**config.mk**
```make
export PLATFORM = sky130hd
export DESIGN_NAME = mem_access_stage_flat
export DESIGN_NICKNAME = d
export VERILOG_FILES = /design/src/rtl/mem_access_stage_if.sv /design/src/rtl/mem_access_stage.sv /design/src/flat_wrapper.sv
export SDC_FILE = /design/constraint.sdc
export NUM_CORES = 1
export LEC_CHECK = 0
export ABC_AREA = 0
export BUFFER_PORTS_ARGS = -buffer_cell sky130_fd_sc_hd__buf_2
export CAP_MARGIN = 25
export CORE_ASPECT_RATIO = 0.7
export CORE_MARGIN = 2
export CORE_UTILIZATION = 35
export CTS_BUF_LIST = sky130_fd_sc_hd__clkbuf_4 sky130_fd_sc_hd__clkbuf_8
export DETAILED_ROUTE_END_ITERATION = 12
export HOLD_SLACK_MARGIN = 0.1
export PLACE_DENSITY = 0.56
export SETUP_SLACK_MARGIN = 0.05
export SLEW_MARGIN = 20
export SYNTH_ARGS = -nofsm -noshare
export SYNTH_HDL_FRONTEND = slang
export SYNTH_SLANG_ARGS = --single-unit
```
**constraint.sdc**
```tcl
create_clock -name clk -period 5.3 [get_ports clk]
set_clock_uncertainty 0.2 [all_clocks]
set_input_delay 0.795 -clock clk [delete_from_list [all_inputs] [get_ports clk]]
set_output_delay 0.795 -clock clk [all_outputs]
set_load 0.01 [all_outputs]
```
**src/rtl/mem_access_stage_if.sv**
```systemverilog
// mem_access_stage_if: data-memory request/ready bus between the MEM stage and data memory
interface mem_access_stage_if;
  logic        dmem_req;
  logic        dmem_we;
  logic [31:0] dmem_addr;
  logic [31:0] dmem_wdata;
  logic [3:0]  dmem_be;
  logic        dmem_ready;
  logic [31:0] dmem_rdata;
  modport master(output dmem_req, dmem_we, dmem_addr, dmem_wdata, dmem_be, input dmem_ready, dmem_rdata);
  modport slave(input dmem_req, dmem_we, dmem_addr, dmem_wdata, dmem_be, output dmem_ready, dmem_rdata);
endinterface

```
**src/rtl/mem_access_stage.sv**
```systemverilog
// mem_access_stage: pipeline MEM stage doing sized aligned loads/stores over a req/ready bus
module mem_access_stage #(
  parameter int MAX_WAIT = 16
) (
  input  logic                      clk,
  input  logic                      rst,
  input  logic                      in_valid,
  input  logic                      in_MemWrite,
  input  logic                      in_MemRead,
  input  logic                      in_RegWrite,
  input  logic [4:0]                in_RegDest,
  input  logic                      in_MemToReg,
  input  logic [2:0]                in_MemSize,
  input  logic [31:0]               in_AluResult,
  input  logic [31:0]               in_StoreData,
  output logic                      stall,
  mem_access_stage_if.master        mem,
  output logic                      out_valid,
  output logic                      out_RegWrite,
  output logic [4:0]                out_RegDest,
  output logic                      out_MemToReg,
  output logic [31:0]               out_data_out,
  output logic [31:0]               out_AluResult,
  output logic                      out_fault,
  output logic [1:0]                out_fault_cause
);
  localparam int CW = MAX_WAIT > 1 ? $clog2(MAX_WAIT) : 1;
  localparam logic [CW-1:0] LAST = CW'(MAX_WAIT - 1);
  typedef enum logic {IDLE, WAIT} state_t;
  state_t      state_q;
  logic [CW-1:0] cnt_q;
  logic        ctx_rw_q, ctx_we_q, ctx_m2r_q;
  logic [4:0]  ctx_dst_q;
  logic [2:0]  ctx_size_q;
  logic [31:0] ctx_alu_q;
  logic        mem_op, illegal, misal, rw_d, timeout;
  logic [1:0]  s, cause_d;
  logic [3:0]  be_d;
  logic [31:0] wdata_d, ld_d;
  logic [15:0] lane;
  assign stall = (state_q == WAIT);
  // Decode the incoming op (legality, lanes) and extract load data from the latched request
  always_comb begin
    s = in_AluResult[1:0];
    mem_op = in_MemRead | in_MemWrite;
    illegal = mem_op & ((in_MemRead & in_MemWrite) | (in_MemSize == 3'b011) | (in_MemSize[2:1] == 2'b11) | (in_MemWrite & in_MemSize[2]));
    misal = mem_op & (((in_MemSize[1:0] == 2'b01) & s[0]) | ((in_MemSize[1:0] == 2'b10) & (s != 2'b00)));
    cause_d = illegal ? 2'b11 : misal ? 2'b01 : 2'b00;
    rw_d = in_RegWrite & (in_RegDest != 5'd0);
    be_d = ~in_MemWrite ? 4'b0000 : (in_MemSize[1:0] == 2'b00) ? 4'b0001 << s : (in_MemSize[1:0] == 2'b01) ? 4'b0011 << s : 4'b1111;
    wdata_d = ~in_MemWrite ? 32'd0 : (in_MemSize[1:0] == 2'b00) ? {4{in_StoreData[7:0]}} : (in_MemSize[1:0] == 2'b01) ? {2{in_StoreData[15:0]}} : in_StoreData;
    lane = 16'(mem.dmem_rdata >> {ctx_alu_q[1:0], 3'b000});
    ld_d = (ctx_size_q[1:0] == 2'b00) ? {{24{~ctx_size_q[2] & lane[7]}}, lane[7:0]} : (ctx_size_q[1:0] == 2'b01) ? {{16{~ctx_size_q[2] & lane[15]}}, lane} : mem.dmem_rdata;
    timeout = (MAX_WAIT != 0) && (cnt_q == LAST);
  end
  // IDLE/WAIT controller owning the memory request and the MEM/WB register
  always_ff @(posedge clk or negedge rst) begin
    if (!rst) begin
      state_q <= IDLE;
      cnt_q <= '0;
      ctx_rw_q <= 1'b0;
      ctx_we_q <= 1'b0;
      ctx_m2r_q <= 1'b0;
      ctx_dst_q <= '0;
      ctx_size_q <= '0;
      ctx_alu_q <= '0;
      mem.dmem_req <= 1'b0;
      mem.dmem_we <= 1'b0;
      mem.dmem_addr <= '0;
      mem.dmem_wdata <= '0;
      mem.dmem_be <= '0;
      out_valid <= 1'b0;
      out_RegWrite <= 1'b0;
      out_RegDest <= '0;
      out_MemToReg <= 1'b0;
      out_data_out <= '0;
      out_AluResult <= '0;
      out_fault <= 1'b0;
      out_fault_cause <= '0;
    end else if (state_q == IDLE) begin
      out_valid <= in_valid & (~mem_op | (cause_d != 2'b00));
      out_RegWrite <= in_valid & ~mem_op & rw_d;
      out_fault <= in_valid & (cause_d != 2'b00);
      out_fault_cause <= in_valid ? cause_d : 2'b00;
      out_data_out <= '0;
      if (in_valid) begin
        out_RegDest <= in_RegDest;
        out_MemToReg <= in_MemToReg;
        out_AluResult <= in_AluResult;
      end
      if (in_valid & mem_op & (cause_d == 2'b00)) begin
        state_q <= WAIT;
        cnt_q <= '0;
        mem.dmem_req <= 1'b1;
        mem.dmem_we <= in_MemWrite;
        mem.dmem_addr <= {in_AluResult[31:2], 2'b00};
        mem.dmem_wdata <= wdata_d;
        mem.dmem_be <= be_d;
        ctx_rw_q <= in_MemRead & rw_d;
        ctx_we_q <= in_MemWrite;
        ctx_m2r_q <= in_MemToReg;
        ctx_dst_q <= in_RegDest;
        ctx_size_q <= in_MemSize;
        ctx_alu_q <= in_AluResult;
      end
    end else if (mem.dmem_ready | timeout) begin
      state_q <= IDLE;
      mem.dmem_req <= 1'b0;
      out_valid <= 1'b1;
      out_RegWrite <= mem.dmem_ready & ctx_rw_q;
      out_RegDest <= ctx_dst_q;
      out_MemToReg <= ctx_m2r_q;
      out_AluResult <= ctx_alu_q;
      out_data_out <= (mem.dmem_ready & ~ctx_we_q) ? ld_d : 32'd0;
      out_fault <= ~mem.dmem_ready;
      out_fault_cause <= mem.dmem_ready ? 2'b00 : 2'b10;
    end else begin
      cnt_q <= cnt_q + CW'(1);
      out_valid <= 1'b0;
      out_RegWrite <= 1'b0;
      out_fault <= 1'b0;
      out_fault_cause <= 2'b00;
    end
  end
endmodule

```
**src/flat_wrapper.sv**
```systemverilog
// flat-port wrapper written by rule: the top's interface ports become plain ports
module mem_access_stage_flat 
#(
  parameter int MAX_WAIT = 16
)
  (clk, rst, in_valid, in_MemWrite, in_MemRead, in_RegWrite, in_RegDest, in_MemToReg, in_MemSize, in_AluResult, in_StoreData, stall, out_valid, out_RegWrite, out_RegDest, out_MemToReg, out_data_out, out_AluResult, out_fault, out_fault_cause, mem_dmem_req, mem_dmem_we, mem_dmem_addr, mem_dmem_wdata, mem_dmem_be, mem_dmem_ready, mem_dmem_rdata);
  mem_access_stage_if mem_i ();
  input  logic clk;
  input  logic rst;
  input  logic in_valid;
  input  logic in_MemWrite;
  input  logic in_MemRead;
  input  logic in_RegWrite;
  input  logic [4:0] in_RegDest;
  input  logic in_MemToReg;
  input  logic [2:0] in_MemSize;
  input  logic [31:0] in_AluResult;
  input  logic [31:0] in_StoreData;
  output logic stall;
  output logic out_valid;
  output logic out_RegWrite;
  output logic [4:0] out_RegDest;
  output logic out_MemToReg;
  output logic [31:0] out_data_out;
  output logic [31:0] out_AluResult;
  output logic out_fault;
  output logic [1:0] out_fault_cause;
  output wire logic [$bits(mem_i.dmem_req)-1:0] mem_dmem_req;
  output wire logic [$bits(mem_i.dmem_we)-1:0] mem_dmem_we;
  output wire logic [$bits(mem_i.dmem_addr)-1:0] mem_dmem_addr;
  output wire logic [$bits(mem_i.dmem_wdata)-1:0] mem_dmem_wdata;
  output wire logic [$bits(mem_i.dmem_be)-1:0] mem_dmem_be;
  input wire logic [$bits(mem_i.dmem_ready)-1:0] mem_dmem_ready;
  input wire logic [$bits(mem_i.dmem_rdata)-1:0] mem_dmem_rdata;
  assign mem_dmem_req = mem_i.dmem_req;
  assign mem_dmem_we = mem_i.dmem_we;
  assign mem_dmem_addr = mem_i.dmem_addr;
  assign mem_dmem_wdata = mem_i.dmem_wdata;
  assign mem_dmem_be = mem_i.dmem_be;
  assign mem_i.dmem_ready = mem_dmem_ready;
  assign mem_i.dmem_rdata = mem_dmem_rdata;
  mem_access_stage #(.MAX_WAIT(MAX_WAIT)) u_core (.clk(clk), .rst(rst), .in_valid(in_valid), .in_MemWrite(in_MemWrite), .in_MemRead(in_MemRead), .in_RegWrite(in_RegWrite), .in_RegDest(in_RegDest), .in_MemToReg(in_MemToReg), .in_MemSize(in_MemSize), .in_AluResult(in_AluResult), .in_StoreData(in_StoreData), .stall(stall), .mem(mem_i), .out_valid(out_valid), .out_RegWrite(out_RegWrite), .out_RegDest(out_RegDest), .out_MemToReg(out_MemToReg), .out_data_out(out_data_out), .out_AluResult(out_AluResult), .out_fault(out_fault), .out_fault_cause(out_fault_cause));
endmodule
```
Word level (Yosys, flattened, before mapping)
Index checks and enable logic that the tools add are counted.
W data, S select, Z words.

word-level totals
  register bits = 190
  bits of input ports = 112
  logic and storage cells = 115
  output and inout bits = 146

operators by class
  reduce and logical (&&, ||, !) cells = 12
  $add $sub $neg = 1
  shift-type cells = 3
  eq/ne operators = 8
  multiplexer cells = 41
  bitwise logic cells = 30

operators by type and width
  kind                   number
  $mux W32               11
  $shr A32 B5 Y16        1
  $mux W4                6
  $and A1 B1 Y1          18
  $mux W1                16
  $mux W5                3
  $mux W2                5
  $reduce_and A2 Y1      4
  $reduce_bool A2 Y1     4
  $or A1 B1 Y1           7
  $logic_not A2 Y1       3
  $not A1 Y1             5
  $reduce_bool A5 Y1     1
  $add A4 B1 Y4 const B  1
  $eq A2 B1 Y1 const B   2
  $eq A2 B2 Y1 const B   2
  $eq A4 B4 Y1 const B   1
  $ne A2 B2 Y1 const B   2
  $shl A1 B2 Y4 const A  1
  $shl A2 B2 Y4 const A  1
  $eq A3 B2 Y1 const B   1

Logic depth before layout (Yosys ltp)
  depth in word-level cells = 10
  gate-level depth with buffers = 7
  mapped depth without buffers = 6

Worst setup path before layout
No wires, ideal clock.

  path kind = input -> register
  start = input port in_MemSize[0]
  end = register u_core.mem.dmem_wdata[20]
  arrival = 2,116 ps
  library setup time = 125 ps
  slack = 2,859 ps
  cell stages on the path = 7
  cell sequence = buf_2 o21ai_0 nand2_1 nor3_2 buf_2 buf_4 mux2_2

between the ends
  word-level cells in the longest chain between the ends = 9
  elaborated cells between the ends (all ways) = 20
  those cells by class = eq/ne: 3; mux: 5; bitwise: 9; reduce/logical: 3

ends and longest elaborated chain
  what                                           RTL line                                        RTL
  from (decl)                                    flat_wrapper.sv:16                              input logic [2:0] in_MemSize;
  $eq A3 B2 Y1, or another cell as far along     mem_access_stage.sv:46                          illegal = mem_op & ((in_MemRead & in_MemWrite) | (in_MemSize == 3'b011) | (in_MemSize[2:1] == 2'b11) | (in_Mem ...
  $or A1 B1 Y1 or $and A1 B1 Y1 (tied branches)  mem_access_stage.sv:46, mem_access_stage.sv:47
  $or A1 B1 Y1 (on tied branches)                mem_access_stage.sv:46, mem_access_stage.sv:47
  $or A1 B1 Y1 or $and A1 B1 Y1 (tied branches)  mem_access_stage.sv:46, mem_access_stage.sv:47
  $and A1 B1 Y1 or $mux W1 (tied branches)       mem_access_stage.sv:46, mem_access_stage.sv:48
  $mux W2                                        mem_access_stage.sv:48                          cause_d = illegal ? 2'b11 : misal ? 2'b01 : 2'b00;
  $logic_not A2 Y1                               mem_access_stage.sv:91                          if (in_valid & mem_op & (cause_d == 2'b00)) begin
  $and A1 B1 Y1                                  mem_access_stage.sv:91
  $reduce_and A2 Y1 (no line)                    --
  to (signal assigned)                           mem_access_stage.sv:97                          mem.dmem_wdata <= wdata_d;
  to (decl)                                      mem_access_stage_if.sv:10                       modport master(output dmem_req, dmem_we, dmem_addr, dmem_wdata, dmem_be, input dmem_ready, dmem_rdata);

Several ways; a longest one is shown, not always the timed one.
A chain may end at the register's enable or synchronous reset.

Worst setup path after layout
  start = register u_core.state_q (netlist: u_core.stall)
  end = output port stall

RTL lines
  what                    RTL line                 RTL
  from (decl)             mem_access_stage.sv:30   state_t state_q;
  from (signal assigned)  mem_access_stage.sv:59   state_q <= IDLE;
  from (signal assigned)  mem_access_stage.sv:92   state_q <= WAIT;
  from (signal assigned)  mem_access_stage.sv:107  state_q <= IDLE;
  to (decl)               flat_wrapper.sv:19       output logic stall;

No word-level cell between the ends.

==> results.cfg <==
[synthesis]
synth_edf_count = 0
ys_types = 41
synth_area_per_cell_um2 = 10.8
synth.area.top_cells = dfrtp_1 (51%), mux2i_1 (11%), mux2_2 (8.5%)
yosys_most_used_dff = dfrtp_1
yosysTopAreaCellShare_pct = 50.6
synthArstFlopShare_pct = 100
postSynthCellCount = 730
synth_area_um2 = 7910
yosysWarnings = 0
synth_top_area_cell = dfrtp_1
ys_ff_latch = 160
ys_seq_area_share_pct = 50.6

[timing]
tns_ps = 0
period_minus_slack_ps = 2970
max_freq_ghz = 0.337
hold_violations = 0
report.final.slew_viol_count = 0
rsz0062_at_grt = false
tightestPinTransition_ps = 1010
slew_headroom_pct = 33.0
timing.final.setup_violations = 0
fin_crit_sh_pct = 56.0

[grt]
grt_pass1_wl_mm = 32.6
antenna_found_initial = 2
grt_max_degree = 92
grt_overflow = 0
grtUsageTotal_pct = 17.9
grt_pass1_vias = 5710

[floorplanning]
rows = 45
die_y_um = 130
io_pins = 258
dieArea_um2 = 23800
fp.coreArea_um2 = 22000
start_util_pct = 36.0
die_width_um = 184

[detailed_routing]
vias = 6032
dr.pass1.iters = 4
routed_wl_mm = 21.1
final_antenna_net_count = 0
routed_via_density = 4.92
remaining_drc_errors = 0
drt_iter0_markers = 287
wl_per_cell_um = 17.2

[clock_network]
numCtsBuffers = 17
htree_levels = 4
cts-resized-gates = 0
clkTransAtPathRegs_ps = 80
cts_sinks = 160
cts_root_buffer = clkbuf_8
cts_tree = yes
hold_buffers = 0
cts_setup_buffers = 0
clk_path_buf_depth = 2
clk-insertion-delay-late_ps = 470

[final_layout]
area_growth_pct = 20.6
fin_area_um2 = 9540
final_cell_mix = buf_2 (254), dfrtp_1 (159), nand2_1 (101), mux2i_1 (89), o21ai_0 (83)
drive_gt1_share_pct = 39.2
layout.nets = 1048
final_common_cell = buf_2
n_antenna_cell = 0
fin_cells = 1226

[setup_path]
arrival_ps = 1970
cp-end-kind = output port
path_class = reg2out
crit_required_ps = 4300
cp_max_fo = 35
start_kind = register

[placement]
gp_congestion = 0.748
place_inst = 1194
dp_hpwl_mm = 14.9
dpl-instance-area_um2 = 9150
io_buffers = 255

[job]
drv_cap = 0

[pwr]
power_density_nw_per_um2 = 378
p_leak_nw = 4.73
peakVddDrop_mv = 0.203

[hold_path]
hp-class = in2async

[run_status]
outcome = complete, no violations
## where the power goes
group          internal (W)  leakage, nW  switching, W  total, W
logic              0.000473         2.51      0.000528   0.00100
clock network      0.000430        0.195      0.000468  0.000898
registers           0.00148         2.02      0.000220   0.00170
## path summary, 6_finish.rpt
path	start	endpoint	slack, ps	depth (start not counted)
max reg2reg	u_core.ctx_alu_q[0]	u_core.out_data_out[22]	2410	4
max in group asynchronous	rst	u_core.out_RegDest[4]	3840	2
max	u_core.stall	stall	2330	2
min in group clk	u_core.out_data_out[5]	u_core.out_data_out[5]	270	2
min reg2reg	u_core.out_data_out[5]	u_core.out_data_out[5]	270	2
min	rst	u_core.out_data_out[21]	120	1
## flip-flops by register name, summed over array words and instances, names as in the netlist, 2 cells and up
name and count:
u_core.cnt_q 4, u_core.ctx_alu_q 31, u_core.ctx_dst_q 5, u_core.ctx_size_q 3
u_core.mem.dmem_be 4, u_core.mem.dmem_wdata 32, u_core.out_AluResult 32, u_core.out_RegDest 5
u_core.out_data_out 32, u_core.out_fault_cause 2
## kinds of logic (layout without fill, tap and decap cells)
family / Yosys count / after routing / synth area share, %
adders and majority gates: 5 / 5 / 0.791
AOI/OAI and AO/OA: 148 / 148 / 12.0
xor gates and xnor gates: 2 / 2 / 0.221
buffers and inverters: 113 / 326 / 7.48
other: 1 / 2 / 0.0474
muxes: 153 / 153 / 20.5
and+or+nand+nor: 148 / 148 / 8.30
DFF: 160 / 160 / 50.6
## cell usage after synthesis (2+ instances only)
master / count
clkbuf_1: 28
o211ai_1: 2
a22oi_1: 4
mux2_1: 3
inv_1: 32
nor2b_1: 13
mux2_2: 60
nor2_1: 12
nand3_1: 6
a21o_1: 2
o221ai_1: 11
ha_1: 5
buf_2: 11
and2_1: 2
a2bb2oi_1: 4
mux2i_1: 89
o21ai_0: 83
a21oi_1: 10
a221o_2: 10
buf_6: 2
o22ai_1: 3
a21boi_0: 8
a221o_1: 9
buf_1: 3
dfrtp_1: 160
xor2_1: 2
buf_4: 37
nand2_1: 101
nand2b_1: 5
and3_1: 2
## metrics by stage
step                worst slack (ps)  util (%)  hold slack (ps)  total power [W]
floorplan                       2860         -              273          0.00238
global placement                2150      41.7              250          0.00273
detailed placement              2090      41.7              255          0.00275
CTS                             2240      43.4              125          0.00366
global route                    2170      43.4              138          0.00384
finish                          2330      43.4              122          0.00360
## critical path, cell delays in order (launching register included)
cell     delay [ps]
dfrtp_2         680
buf_4           570
buf_2           240
## routing by layer
| layer | up-vias | part of all wire, % | track usage [%] |
|---|---|---|---|
| met5 | - | 0.052 | 0 |
| met4 | 2 | 0.90 | 4.47 |
| met3 | 13 | 8.4 | 6.84 |
| met2 | 198 | 41 | 25.1 |
| met1 | 2895 | 50 | 25.8 |
| li1 | 2924 | - | - |
## final cells by class
class                      instances  area [um2]
clock buffer                      23         304
multi-input combinational        458        3330
tap                              282         353
timing repair buffer             262        1350
fill                            2191       12400
clock inverter                     9        81.3
sequential                       160        4010
inverter                          32         120
Power figures use the tool's default switching activity.
